==> config.mk <==
export PLATFORM = sky130hd
export DESIGN_NAME = snap_vacc_capture_ctrl
export DESIGN_NICKNAME = d
export VERILOG_FILES = /design/src/rtl/snap_vacc_capture_ctrl.sv
export SDC_FILE = /design/constraint.sdc
export NUM_CORES = 1
export LEC_CHECK = 0
export ABC_AREA = 1
export BUFFER_PORTS_ARGS = -buffer_cell sky130_fd_sc_hd__buf_2
export CAP_MARGIN = 15
export CORE_MARGIN = 4
export CORE_UTILIZATION = 40
export CTS_BUF_LIST = sky130_fd_sc_hd__clkbuf_16
export DETAILED_ROUTE_END_ITERATION = 10
export HOLD_SLACK_MARGIN = 0.03
export PLACE_DENSITY = 0.78
export SLEW_MARGIN = 20
export SYNTH_ARGS = -nofsm -noshare
export SYNTH_HDL_FRONTEND = slang
export SYNTH_SLANG_ARGS = --single-unit
==> constraint.sdc <==
create_clock -name user_clk -period 3.5 [get_ports user_clk]
set_clock_uncertainty 0.15 [all_clocks]
set_input_delay 0 -clock user_clk [delete_from_list [all_inputs] [get_ports user_clk]]
set_output_delay 0 -clock user_clk [all_outputs]
set_load 0.05 [all_outputs]
==> src/rtl/snap_vacc_capture_ctrl.sv <==
// Purpose: arms on a software edge, optionally waits for a trigger, then writes 2^ADDR_W samples to a capture BRAM.
// Latency: a sample qualified on cycle n is on the BRAM write port on cycle n+1; status/done track state with no lag.
// Backpressure: none; the BRAM always accepts, and unqualified samples (valid_sel=1, din_valid=0) are skipped.
module snap_vacc_capture_ctrl #(
    parameter int ADDR_W = 10,
    parameter int DATA_W = 32
) (
    input  logic              user_clk,
    input  logic              user_rst_n,
    input  logic [31:0]       ctrl_word,
    input  logic [DATA_W-1:0] din,
    input  logic              din_valid,
    input  logic              trig_in,
    output logic [ADDR_W-1:0] bram_addr,
    output logic [DATA_W-1:0] bram_data,
    output logic              bram_we,
    output logic [31:0]       status_word,
    output logic              done
);

    localparam logic [ADDR_W-1:0] LAST_ADDR = '1;

    typedef enum logic [1:0] {
        IDLE    = 2'd0,
        ARMED   = 2'd1,
        CAPTURE = 2'd2,
        DONE    = 2'd3
    } state_t;

    state_t            state;
    state_t            state_nxt;
    logic              arm_q;
    logic              primed;
    logic              trig_sel_q;
    logic              valid_sel_q;
    logic [ADDR_W-1:0] addr_cnt;
    logic [ADDR_W-1:0] word_cnt;
    logic [ADDR_W-1:0] word_cnt_nxt;
    logic              arm_rise;
    logic              start;
    logic              wq;
    logic              issue;

    // primed stays low for the first clock after reset so that bit0 already
    // high at reset exit is taken as the old level, not as a fresh 0->1 edge.
    assign arm_rise = primed & ctrl_word[0] & ~arm_q;
    assign start    = trig_sel_q ? trig_in : 1'b1;
    assign wq       = valid_sel_q ? din_valid : 1'b1;

    // Next state and write-issue decision; a re-arm overrides any write this cycle.
    always_comb begin
        state_nxt    = state;
        issue        = 1'b0;
        word_cnt_nxt = word_cnt;
        if (arm_rise) begin
            state_nxt    = ARMED;
            word_cnt_nxt = '0;
        end else begin
            case (state)
                ARMED: begin
                    if (start) begin
                        issue     = wq;
                        state_nxt = (wq && addr_cnt == LAST_ADDR) ? DONE : CAPTURE;
                    end
                end
                CAPTURE: begin
                    issue = wq;
                    if (wq && addr_cnt == LAST_ADDR) begin
                        state_nxt = DONE;
                    end
                end
                default: ;
            endcase
            if (issue && word_cnt != LAST_ADDR) begin
                word_cnt_nxt = word_cnt + ADDR_W'(1);
            end
        end
    end

    // State, counters and all registered outputs; status reflects the state being entered.
    always_ff @(posedge user_clk or negedge user_rst_n) begin
        if (!user_rst_n) begin
            state       <= IDLE;
            arm_q       <= 1'b0;
            primed      <= 1'b0;
            trig_sel_q  <= 1'b0;
            valid_sel_q <= 1'b0;
            addr_cnt    <= '0;
            word_cnt    <= '0;
            bram_addr   <= '0;
            bram_data   <= '0;
            bram_we     <= 1'b0;
            done        <= 1'b0;
            status_word <= '0;
        end else begin
            primed      <= 1'b1;
            arm_q       <= ctrl_word[0];
            state       <= state_nxt;
            word_cnt    <= word_cnt_nxt;
            bram_we     <= issue;
            done        <= (state_nxt == DONE);
            status_word <= {state_nxt == DONE, state_nxt == ARMED, state_nxt == CAPTURE,
                            {(29 - ADDR_W){1'b0}}, word_cnt_nxt};
            if (arm_rise) begin
                trig_sel_q  <= ctrl_word[1];
                valid_sel_q <= ctrl_word[2];
                addr_cnt    <= '0;
                bram_addr   <= '0;
            end else if (issue) begin
                bram_addr <= addr_cnt;
                bram_data <= din;
                addr_cnt  <= addr_cnt + ADDR_W'(1);
            end
        end
    end

endmodule

# After elaboration in Yosys (flattened, before gate mapping)
# Cells that the tools add are included.
[totals]
elab_cells = 46
input_bits = 68
out_inout_bits = 76
ff_bits = 83
[op_classes]
reduce_logical = 4
bitwise_logic = 4
add_sub_neg = 2
n_mux = 17
eq_ne = 7
[op_table]
columns = ["operator", "n"]
rows = [
  ["2-to-1 mux 10 bit", 6],
  ["adder 10 x 1 -> 10 bit, second input constant", 2],
  ["equality test 10 bit, second input constant", 1],
  ["inequality test 10 bit, second input constant", 1],
  ["equality test 2 bit, second input constant", 3],
  ["2-to-1 mux 1 bit", 6],
  ["2-to-1 mux 2 bit", 3],
  ["equality test 2 x 1 -> 1 bit, second input constant", 2],
  ["one-hot mux 2 bit (2 select lines)", 1],
  ["bitwise AND 1 bit", 2],
  ["logical AND 1 bit", 2],
  ["NOT 1 bit", 2],
  ["one-hot mux 1 bit (2 select lines)", 1],
  ["AND reduction 2 bit", 1],
  ["nonzero test 2 bit", 1],
]

# Depth between registers and ports, before layout
# Gate-level depths: netlist of run 1.
[logic_depth]
depth_word = 7
ltp_mapped = 11
mapped_depth_nobuf = 9

# Least setup slack after synthesis of run 1
# Ideal clock, no wire load.
[synth_path]
kind = "flip-flop to flip-flop"
start = "register word_cnt[0]"
end = "register word_cnt[7]"
setup_slack_ns = 1.554
synth_period_minus_slack_ns = 1.946
setup_time_ns = 0.067
n_path_buf = 0
stages_incl_launch_ff = 10
t_arrival_ns = 1.729
path_cell_list = "dfrtp_1 ha_1 nand2_1 nor2_1 nand2_1 nor2_2 inv_1 nand2_4 nand3_1 nand2_1"
[synth_between]
elab_chain_cells = 4
elab_cells_between_ends = 5
cone_classes = "1 x add/sub; 1 x eq/ne; 2 x mux; 1 x reduce/logical"
[synth_lines]
columns = ["element", "line_no", "text"]
rows = [
  ["start: declaration", "37", "logic [ADDR_W-1:0] word_cnt;"],
  ["start signal: assignment", "99", "word_cnt <= word_cnt_nxt;"],
  ["parallel branches: the longest is 2 deep, another holds adder 10 x 1 -> 10 bit", "n/a", ""],
  ["2-to-1 mux 10 bit *", "74", "if (issue && word_cnt != LAST_ADDR) begin"],
  ["2-to-1 mux 10 bit *", "55", "if (arm_rise) begin"],
]
# Every way passes the cells marked *.
# A chain may end at the register's enable or synchronous reset.

# Worst setup path after layout of run 1
[layout_path]
start = "register arm_q"
end = "register bram_addr[9]"
[layout_between]
elab_chain_cells = 4
elab_cells_between_ends = 5
cone_classes = "2 x mux; 2 x bitwise; 1 x reduce/logical"
[layout_lines]
columns = ["element", "line_no", "text"]
rows = [
  ["start: declaration", "32", "logic arm_q;"],
  ["start signal: assignment", "97", "arm_q <= ctrl_word[0];"],
  ["NOT 1 bit *", "46", "assign arm_rise = primed & ctrl_word[0] & ~arm_q;"],
  ["bitwise AND 1 bit *", "46", ""],
  ["2-to-1 mux 1 bit", "55", ""],
  ["nonzero test 2 bit (no line)", "n/a", ""],
  ["end signal: assignment", "110", "bram_addr <= addr_cnt;"],
  ["end: declaration", "14", "output logic [ADDR_W-1:0] bram_addr,"],
]
# Mark *: on every way between the ends. The rest lies on a longest branch, timed or not.

==> impl_results.md, run 1 <==
* Kind of critical path: flop to flop
* Initial antenna violation count at 0
* Worst Tran Pin Value at 0.895 ns
* Register area share after synthesis at 53.3%
* Nets at 613
* Crit path top cell by count: inv_2
* Detailed Place HPWL at 5.16 mm
* WL final at 8.14 mm
* Ant diodes at 0
* FF+latch area at 1800 µm²
* Starting DRT DRC Count at 153
* RSZ-0062 raised after global routing: false
* VDD IR max at 0.000426 V
* Die height at 100 µm
* Final Hold Fails at 0
* Tmin final at 2.07 ns
* Critical Path Start Type: flop
* Detail Route Antenna Nets at 0
* Overflow after GRT at 0
* Family with the most delay on the worst path: buffers and inverters
* GP Congestion at 0.830
* Core ar. at 8220 µm²
* Vias in the first global route at 3086
* Pre-antenna DRT Iters at 4
* Tot Pwr at 4.05 mW
* Max-cap violations at 0
* CTS tree: done
* Cell Chain, Critical Path: nor2_1 -> nand2_2 -> inv_2 -> nor2_4 -> inv_2 -> o21ai_0
* DR DRC count at 0
* Pwr Density at 896 nW/µm²
* I/O Buffers at 95
* CP max stage cell: inv_2
* CP required at 3.52 ns
* Worst min path class: input port to flop
* Relative slew slack at 40.4%
* PostCTS Resize Cnt at 0
* Most frequent cells in the layout: 183 x nand2_1, 94 x buf_2, 72 x dfrtp_1, 37 x dlygate4sd3_1, 30 x nand3_1
* Max Buffers Root-to-Sink at 2
* # rows at 33
* Pin count of the biggest net entering global routing at 73
* First-pass GRT wire length at 14.0 mm
* Root Buffer: clkbuf_16
* Synth Register Bits at 72
* Number of setup violations in the final report at 0
* Via count at 2990
* Worst Path Max Fanout at 39
* Commonest non-fill, non-tap cell in the layout: nand2_1
* Pleak at 2.52 nW
* Sink Count at 72
* Multi-input logic area at 1320 µm²
* H-tree levels at 3
* CP arrival at 2.10 ns
* Later-pin clock latency in the skew report at 0.33 ns
* CP bufs+invs at 2
* Die width at 100 µm
* Setup_tns at 0 ns
* Post-synth cell types at 25
* Vias/cell at 4.59
* Worst Reg2Reg Path Length in Cells at 6
* CTS buffer count at 9
* Slew Viols, Final at 0
* Tcrit/Tclk final at 59.3%
* I/O Pins at 144
* Cell depth of the worst setup path at 6
* Crit path largest cell delay at 0.47 ns
* Outcome: complete, no violations
* Fmax at 0.482 GHz
* Syn avg cell area at 8.23 µm²
* CP Capture Type: flop
* Die area at 9990 µm²
* GRT Resource Usage Total at 17.4%
* Worst hold stages at 7
* Fillers at 754
* Drt wl/cell at 12.5 µm
* Initial Util at 41.2%
* Synth Instances at 411
* Synth Warn # at 0
* Share of cells above drive strength 1 at 22.3%
* Layout area overhead at 33.7%
* Post-Synthesis Cell Area at 3380 µm²
* Clock transition at path regs at 0.06 ns
[through the flow]
stage | cell area (µm²) | hold slack, ns | instances | util (%) | worst slack [ns]
CTS | 4520 | 0.0732 | 651 | 55.0 | 1.40
global placement | 3850 | -0.0252 | 598 | 46.8 | 1.47
global route | 4520 | 0.172 | 651 | 55.0 | 1.23
floorplan | 3450 | -0.446 | 429 | - | 1.55
finish | 4520 | 0.0833 | 651 | 55.0 | 1.43
detailed placement | 3850 | -0.0270 | 598 | 46.8 | 1.41
[layout make-up]
cell class | count | share of cell area [%]
clock buffer | 9 | 4.98
clock inverter | 7 | 1.77
inverter | 28 | 2.32
multi-input combinational | 297 | 29.2
sequential | 72 | 39.8
tap | 105 | 2.91
timing repair buffer | 133 | 18.9
[power by group]
part           switching [mW]  internal (mW)
combinational            1.45          0.405
sequential              0.173           1.10
clock                   0.362          0.559
total                    1.99           2.06
[worst min-delay path: stages]
cell and delay [ns]:
buf_2 0.07, inv_1 0.04, nand3_1 0.06, nand2_1 0.05, nand2_1 0.05, nand2_1 0.06, o21bai_1 0.17
[cells in the mapped netlist (all sizes together)]
cell type	n	share of area, %
nand2	186	21
dfrtp	72	53
nand3	31	5.0
buf	30	6.3
inv	28	3.1
nor2	21	2.7
o21ai	12	1.8
nand3b	6	1.3
nand4	6	1.1
xor2	6	1.6
ha	4	1.5
a21oi	2	0.30
clkbuf	2	0.22
conb	2	0.22
o21bai	1	0.22
or2	1	0.19
xnor2	1	0.26
[worst paths after layout]
check	startpoint	slack, ns	to
max reg2reg	arm_q$_DFF_PN0_	1.43	bram_addr[9]$_DFFE_PN0P_
max in group asynchronous	user_rst_n	2.43	bram_data[17]$_DFFE_PN0P_
max	arm_q$_DFF_PN0_	1.43	bram_addr[9]$_DFFE_PN0P_
min	trig_in	0.08	state[0]$_DFF_PN0_
min in group asynchronous	user_rst_n	0.20	status_word[31]$_DFF_PN0_
min reg2reg	bram_data[16]$_DFFE_PN0P_	0.32	bram_data[16]$_DFFE_PN0P_
[routing by layer]
layer	track usage [%]	vias to the layer above	routed length, µm
met3	4.17	7	424
met1	19.5	1412	3250
met4	6.09	0	112
met2	32.2	75	4350
met5	0	-	0
li1	-	1496	-
[sequential cells by signal, indices dropped and copies added, names as in the netlist]
name         cells
status_word      4
arm_q            1
addr_cnt        10
word_cnt         9
valid_sel_q      1
bram_addr       10
trig_sel_q       1
bram_we          1
bram_data       32
primed           1
state            2
[timing repair]
action / 4_1_cts / 5_1_grt
endpoints found under the hold margin: 108 / 0
buffers inserted: 0 / 0
hold buffers: 37 / 0
[cell families after synthesis]
kind of cell | count (synthesis) | share of synthesized area, %
AOI/OAI and AO/OA | 15 | 2.29
adders and majority gates | 4 | 1.48
DFF | 72 | 53.3
buffers and inverters | 60 | 9.62
xor gates and xnor gates | 7 | 1.81
other | 2 | 0.222
and+or+nand+nor | 251 | 31.3
No activity file was read; power rests on OpenSTA's default activity.
==> inputs of run 2 (changes only) <==
Clock period 3.5 ns to 2.1 ns, I/O delays scaled along.
==> impl_results.md, run 2 (same netlist as run 1, synthesis figures left out) <==
* Tmin final at 1.85 ns
* WL final at 8.08 mm
* Die width at 100 µm
* Place WS at 0.126 ns
* Via count at 3017
* Most frequent cells in the layout: 183 x nand2_1, 94 x buf_2, 72 x dfrtp_1, 37 x dlygate4sd3_1, 30 x nand3_1
* Clock power frac at 21.7%
* Pre-antenna DRT Iters at 5
* Logic pwr share at 46.8%
* Post-layout util at 55.2%
* Kind of critical path: flop to flop
* Worst min path class: input port to flop
* Max-cap violations at 0
* CP required at 2.21 ns
* CP arrival at 1.96 ns
* Vias in the first global route at 2928
* Detailed Place HPWL at 5.22 mm
* Pleak at 2.54 nW
* Core ar. at 8220 µm²
* # rows at 33
* Net Switching at 3.28 mW
* Sink Count at 72
* CTS buffer count at 9
* Later-pin clock latency in the skew report at 0.32 ns
* Largest Register: bram_data
* Drt wl/cell at 12.4 µm
* Max Buffers Root-to-Sink at 2
* I/O Pins at 144
* Die area at 9990 µm²
* Root Buffer: clkbuf_16
* Clock transition at path regs at 0.06 ns
* Number of setup buffers added after CTS at 0
* Critical Path Start Type: flop
* Fillers at 768
* Commonest non-fill, non-tap cell in the layout: nand2_1
* Share of cells above drive strength 1 at 22.6%
* Starting DRT DRC Count at 109
* VDD IR max at 0.000676 V
* Worst Path Max Fanout at 22
* Layout area overhead at 34.1%
* Internal power at 3.45 mW
* Tcrit/Tclk final at 88.3%
* RSZ-0062 raised after global routing: false
* Pwr Density at 1480 nW/µm²
* Biggest regs: bram_data x32, addr_cnt x10, bram_addr x10
* Overflow after GRT at 0
* Sequential share of power at 31.5%
* Nets at 617
* Slew Viols, Final at 0
* GP Congestion at 0.853
* CTS tree: done
* Outcome: complete, no violations
* GRT Resource Usage Total at 16.8%
* I/O Buffers at 95
* Initial antenna violation count at 0
* Worst Tran Pin Value at 0.914 ns
* Die height at 100 µm
* Final setup margin at 0.245 ns
* Vias/cell at 4.61
* Pin count of the biggest net entering global routing at 73
* Ant diodes at 0
* H-tree levels at 3
* Relative slew slack at 39.1%
* Fmax at 0.539 GHz
* First-pass GRT wire length at 13.4 mm
* Detail Route Antenna Nets at 0
* DR DRC count at 0
* Final Hold Fails at 0
* Net Sw Frac at 48.7%
* Initial Util at 41.2%
* Setup_tns at 0 ns
* Number of setup violations in the final report at 0
* Max reg flops at 32
* CP Capture Type: flop
## run 2: changes by cell type in the layout (fill, tap and decap cells not counted), sizes merged
cell / previous run / this run
inv: 30 / 29
buf: 96 / 100
## run 2: path summary, 6_finish.rpt
kind | startpoint | endpoint | slack (ns) | depth (start not counted)
min in group asynchronous | user_rst_n | trig_sel_q$_DFFE_PN0P_ | 0.21 | 2
hold / removal | trig_in | status_word[31]$_DFF_PN0_ | 0.07 | 8
hold reg to reg | bram_data[5]$_DFFE_PN0P_ | bram_data[5]$_DFFE_PN0P_ | 0.31 | 2
max in group asynchronous | user_rst_n | bram_data[10]$_DFFE_PN0P_ | 1.01 | 2
setup reg to reg | state[0]$_DFF_PN0_ | bram_data[24]$_DFFE_PN0P_ | 0.25 | 8
setup / recovery | state[0]$_DFF_PN0_ | bram_data[24]$_DFFE_PN0P_ | 0.25 | 8
## run 2: cell type report
type	count	area, µm²	share of cell area [%]
clock inverter	6	62.6	1.38
clock buffer	9	225	4.96
inverter	28	108	2.37
multi-input combinational	297	1320	29.2
timing repair buffer	137	886	19.5
sequential	72	1800	39.7
tap	105	131	2.90
## run 2: per-stage QoR
stage	area (µm²)	hold WS, ns	cells	power [mW]
3_5_place_dp	3880	-0.0225	602	5.22
3_3_place_gp	3880	-0.0257	602	5.13
6_report	4540	0.0697	654	6.73
2_1_floorplan	3450	-0.446	429	4.52
4_1_cts	4530	0.0614	654	6.78
5_1_grt	4540	0.131	654	7.14
## run 2: what timing repair did
item,4_1_cts,5_1_grt
hold buffers,37,0
resized for setup,0,2
endpoints found under the setup margin,0,8
hold endpoints to repair,108,0
## run 2: layer usage
layer	up-vias	wire length, µm	track usage, %
met1	1397	3410	20.3
met4	0	208	8.19
met5	-	0	0
li1	1509	-	-
met2	92	4040	28.5
met3	19	427	3.41
## run 2: power by group through the flow
stage	registers (mW)	clock network [mW]	logic (mW)
global placement	2.11	0	3.02
detailed placement	2.12	0	3.10
global route	2.18	1.57	3.39
finish	2.12	1.46	3.15
CTS	2.11	1.50	3.16
floorplan	3.45	0	1.07
## run 2: worst max-delay path: stages (launching register included)
cell and delay (ns):
dfrtp_1 0.38, inv_1 0.06, ha_1 0.33, inv_1 0.14, nand3_4 0.12, nor2_4 0.16, buf_4 0.28, nand2_1 0.07
nand2_1 0.09
==> inputs of run 3 (changes only) <==
Settings changed: CORE_ASPECT_RATIO from default to 1.4.
==> impl_results.md, run 3 (same netlist as run 1, synthesis figures left out) <==
* GRT Resource Usage Total at 17.5%
* Worst hold stages at 5
* Family with the most delay on the worst path: buffers and inverters
* I/O Pins at 144
* Detail Route Antenna Nets at 0
* RSZ-0062 raised after global routing: false
* CTS buffer count at 9
* CP Launch Point: state[0]$_DFF_PN0_
* DR DRC count at 0
* Pre-antenna DRT Iters at 4
* Post-layout util at 55.8%
* Share of cells above drive strength 1 at 23.1%
* CP arrival at 1.96 ns
* H-tree levels at 3
* VDD IR max at 0.000803 V
* Worst Reg2Reg Path Length in Cells at 8
* Reg2reg end: bram_data[3]$_DFFE_PN0P_
* # rows at 39
* Number of setup violations in the final report at 0
* Detailed Place HPWL at 5.31 mm
* Die height at 117 µm
* Max-cap violations at 0
* Vias in the first global route at 3081
* Fmax at 0.545 GHz
* Commonest non-fill, non-tap cell in the layout: nand2_1
* Cell Chain, Critical Path: inv_1 -> ha_1 -> inv_1 -> nand3_4 -> nor2_4 -> buf_4 -> nand2_1 -> nand2_1
* Worst hold path endpoint: state[0]$_DFF_PN0_
* Setup_tns at 0 ns
* Initial Util at 41.3%
* GP Congestion at 0.813
* Later-pin clock latency in the skew report at 0.33 ns
* CP max stage cell: dfrtp_1
* Die area at 10000 µm²
* CP bufs+invs at 3
* Crit path largest cell delay at 0.38 ns
* Largest Register: bram_data
* Vias/cell at 4.65
* Pin count of the biggest net entering global routing at 73
* Overflow after GRT at 0
* Root Buffer: clkbuf_16
* Layout area overhead at 35.2%
* CTS tree: done
* Via count at 3032
* WL final at 8.19 mm
* Ant diodes at 0
* Core ar. at 8200 µm²
* Slew Viols, Final at 0
* Worst hold start: din_valid
* Clock transition at path regs at 0.06 ns
* Max Buffers Root-to-Sink at 2
* Max reg flops at 32
* Nets at 617
* Final Hold Fails at 0
* Sink Count at 72
* Tmin final at 1.84 ns
* Pwr Density at 1510 nW/µm²
* I/O Buffers at 95
* Reg2Reg Launch Point: state[0]$_DFF_PN0_
* Biggest regs: bram_data x32, addr_cnt x10, bram_addr x10
* Most frequent cells in the layout: 183 x nand2_1, 95 x buf_2, 72 x dfrtp_1, 36 x dlygate4sd3_1, 30 x nand3_1
* Die width at 85.7 µm
* Outcome: complete, no violations
* First-pass GRT wire length at 13.9 mm
* Worst min path class: input port to flop
* Tcrit/Tclk final at 87.4%
* Drt wl/cell at 12.6 µm
* Starting DRT DRC Count at 110
* CP Capture Type: flop
* Critical Path Start Type: flop
* Pleak at 2.56 nW
* R2R setup slack at 0.26 ns
* CP required at 2.23 ns
* Initial antenna violation count at 0
* Kind of critical path: flop to flop
* Worst Path Max Fanout at 21
## run 3: cell types whose count changed in the layout (fill, tap and decap cells not counted)
cell           change
buf_4              -1
bufinv_16          +1
buf_2              +1
inv_1              -1
clkinv_2           +1
buf_12             +1
dlygate4sd3_1      -1
clkinvlp_4         -1
inv_6              +1
## run 3: cell type report
class	count	area [µm²]
clock buffer	9	225
clock inverter	7	95.1
fill	730	3620
inverter	28	108
multi-input combinational	297	1320
sequential	72	1800
tap	102	128
timing repair buffer	137	893
## run 3: worst max path at each step
stage / end / slack, ns / cells past startpoint
6_report: bram_data[3]$_DFFE_PN0P_ / 0.26 / 8
5_1_grt: bram_addr[4]$_DFFE_PN0P_ / 0.12 / 9
3_3_place_gp: addr_cnt[2]$_DFFE_PN0P_ / 0.24 / 7
2_1_floorplan: word_cnt[7]$_DFFE_PN0P_ / 0.15 / 9
4_1_cts: addr_cnt[0]$_DFFE_PN0P_ / 0.12 / 7
3_5_place_dp: addr_cnt[0]$_DFFE_PN0P_ / 0.14 / 7
## run 3: through the flow
step                power [mW]  setup slack [ns]  std cells  hold WS [ns]  instance area (µm²)
finish                    6.90             0.264        652        0.0395                 4570
CTS                       6.92             0.120        652        0.0310                 4570
global placement          5.13             0.240        600       -0.0964                 3890
global route              7.27             0.119        652        0.0970                 4570
detailed placement        5.22             0.136        600       -0.0875                 3890
floorplan                 4.52             0.154        429        -0.446                 3450
## run 3: per-layer routing
layer / routed length, µm / part of all wire (%) / track usage [%]
met2: 4400 / 54 / 32.4
met1: 2950 / 36 / 17.8
met4: 365 / 4.5 / 10.3
met3: 474 / 5.8 / 4.20
met5: 0 / 0 / 0
## run 3: what timing repair did
item,4_1_cts,5_1_grt
setup endpoints to repair,0,3
setup buffers,0,0
resized for setup,0,2
hold endpoints to repair,108,0
hold buffers,36,0
## run 3: where the power goes
group / leakage, nW / internal (mW) / switching (mW)
combinational: 1.47 / 0.701 / 2.45
sequential: 0.937 / 1.84 / 0.289
clock: 0.156 / 1.04 / 0.581
## run 3: worst min-delay path: cells and delay by family
family / cells / cell delay (ns)
and+or+nand+nor: 2 / 0.24
AOI/OAI and AO/OA: 1 / 0.09
buffers and inverters: 2 / 0.14
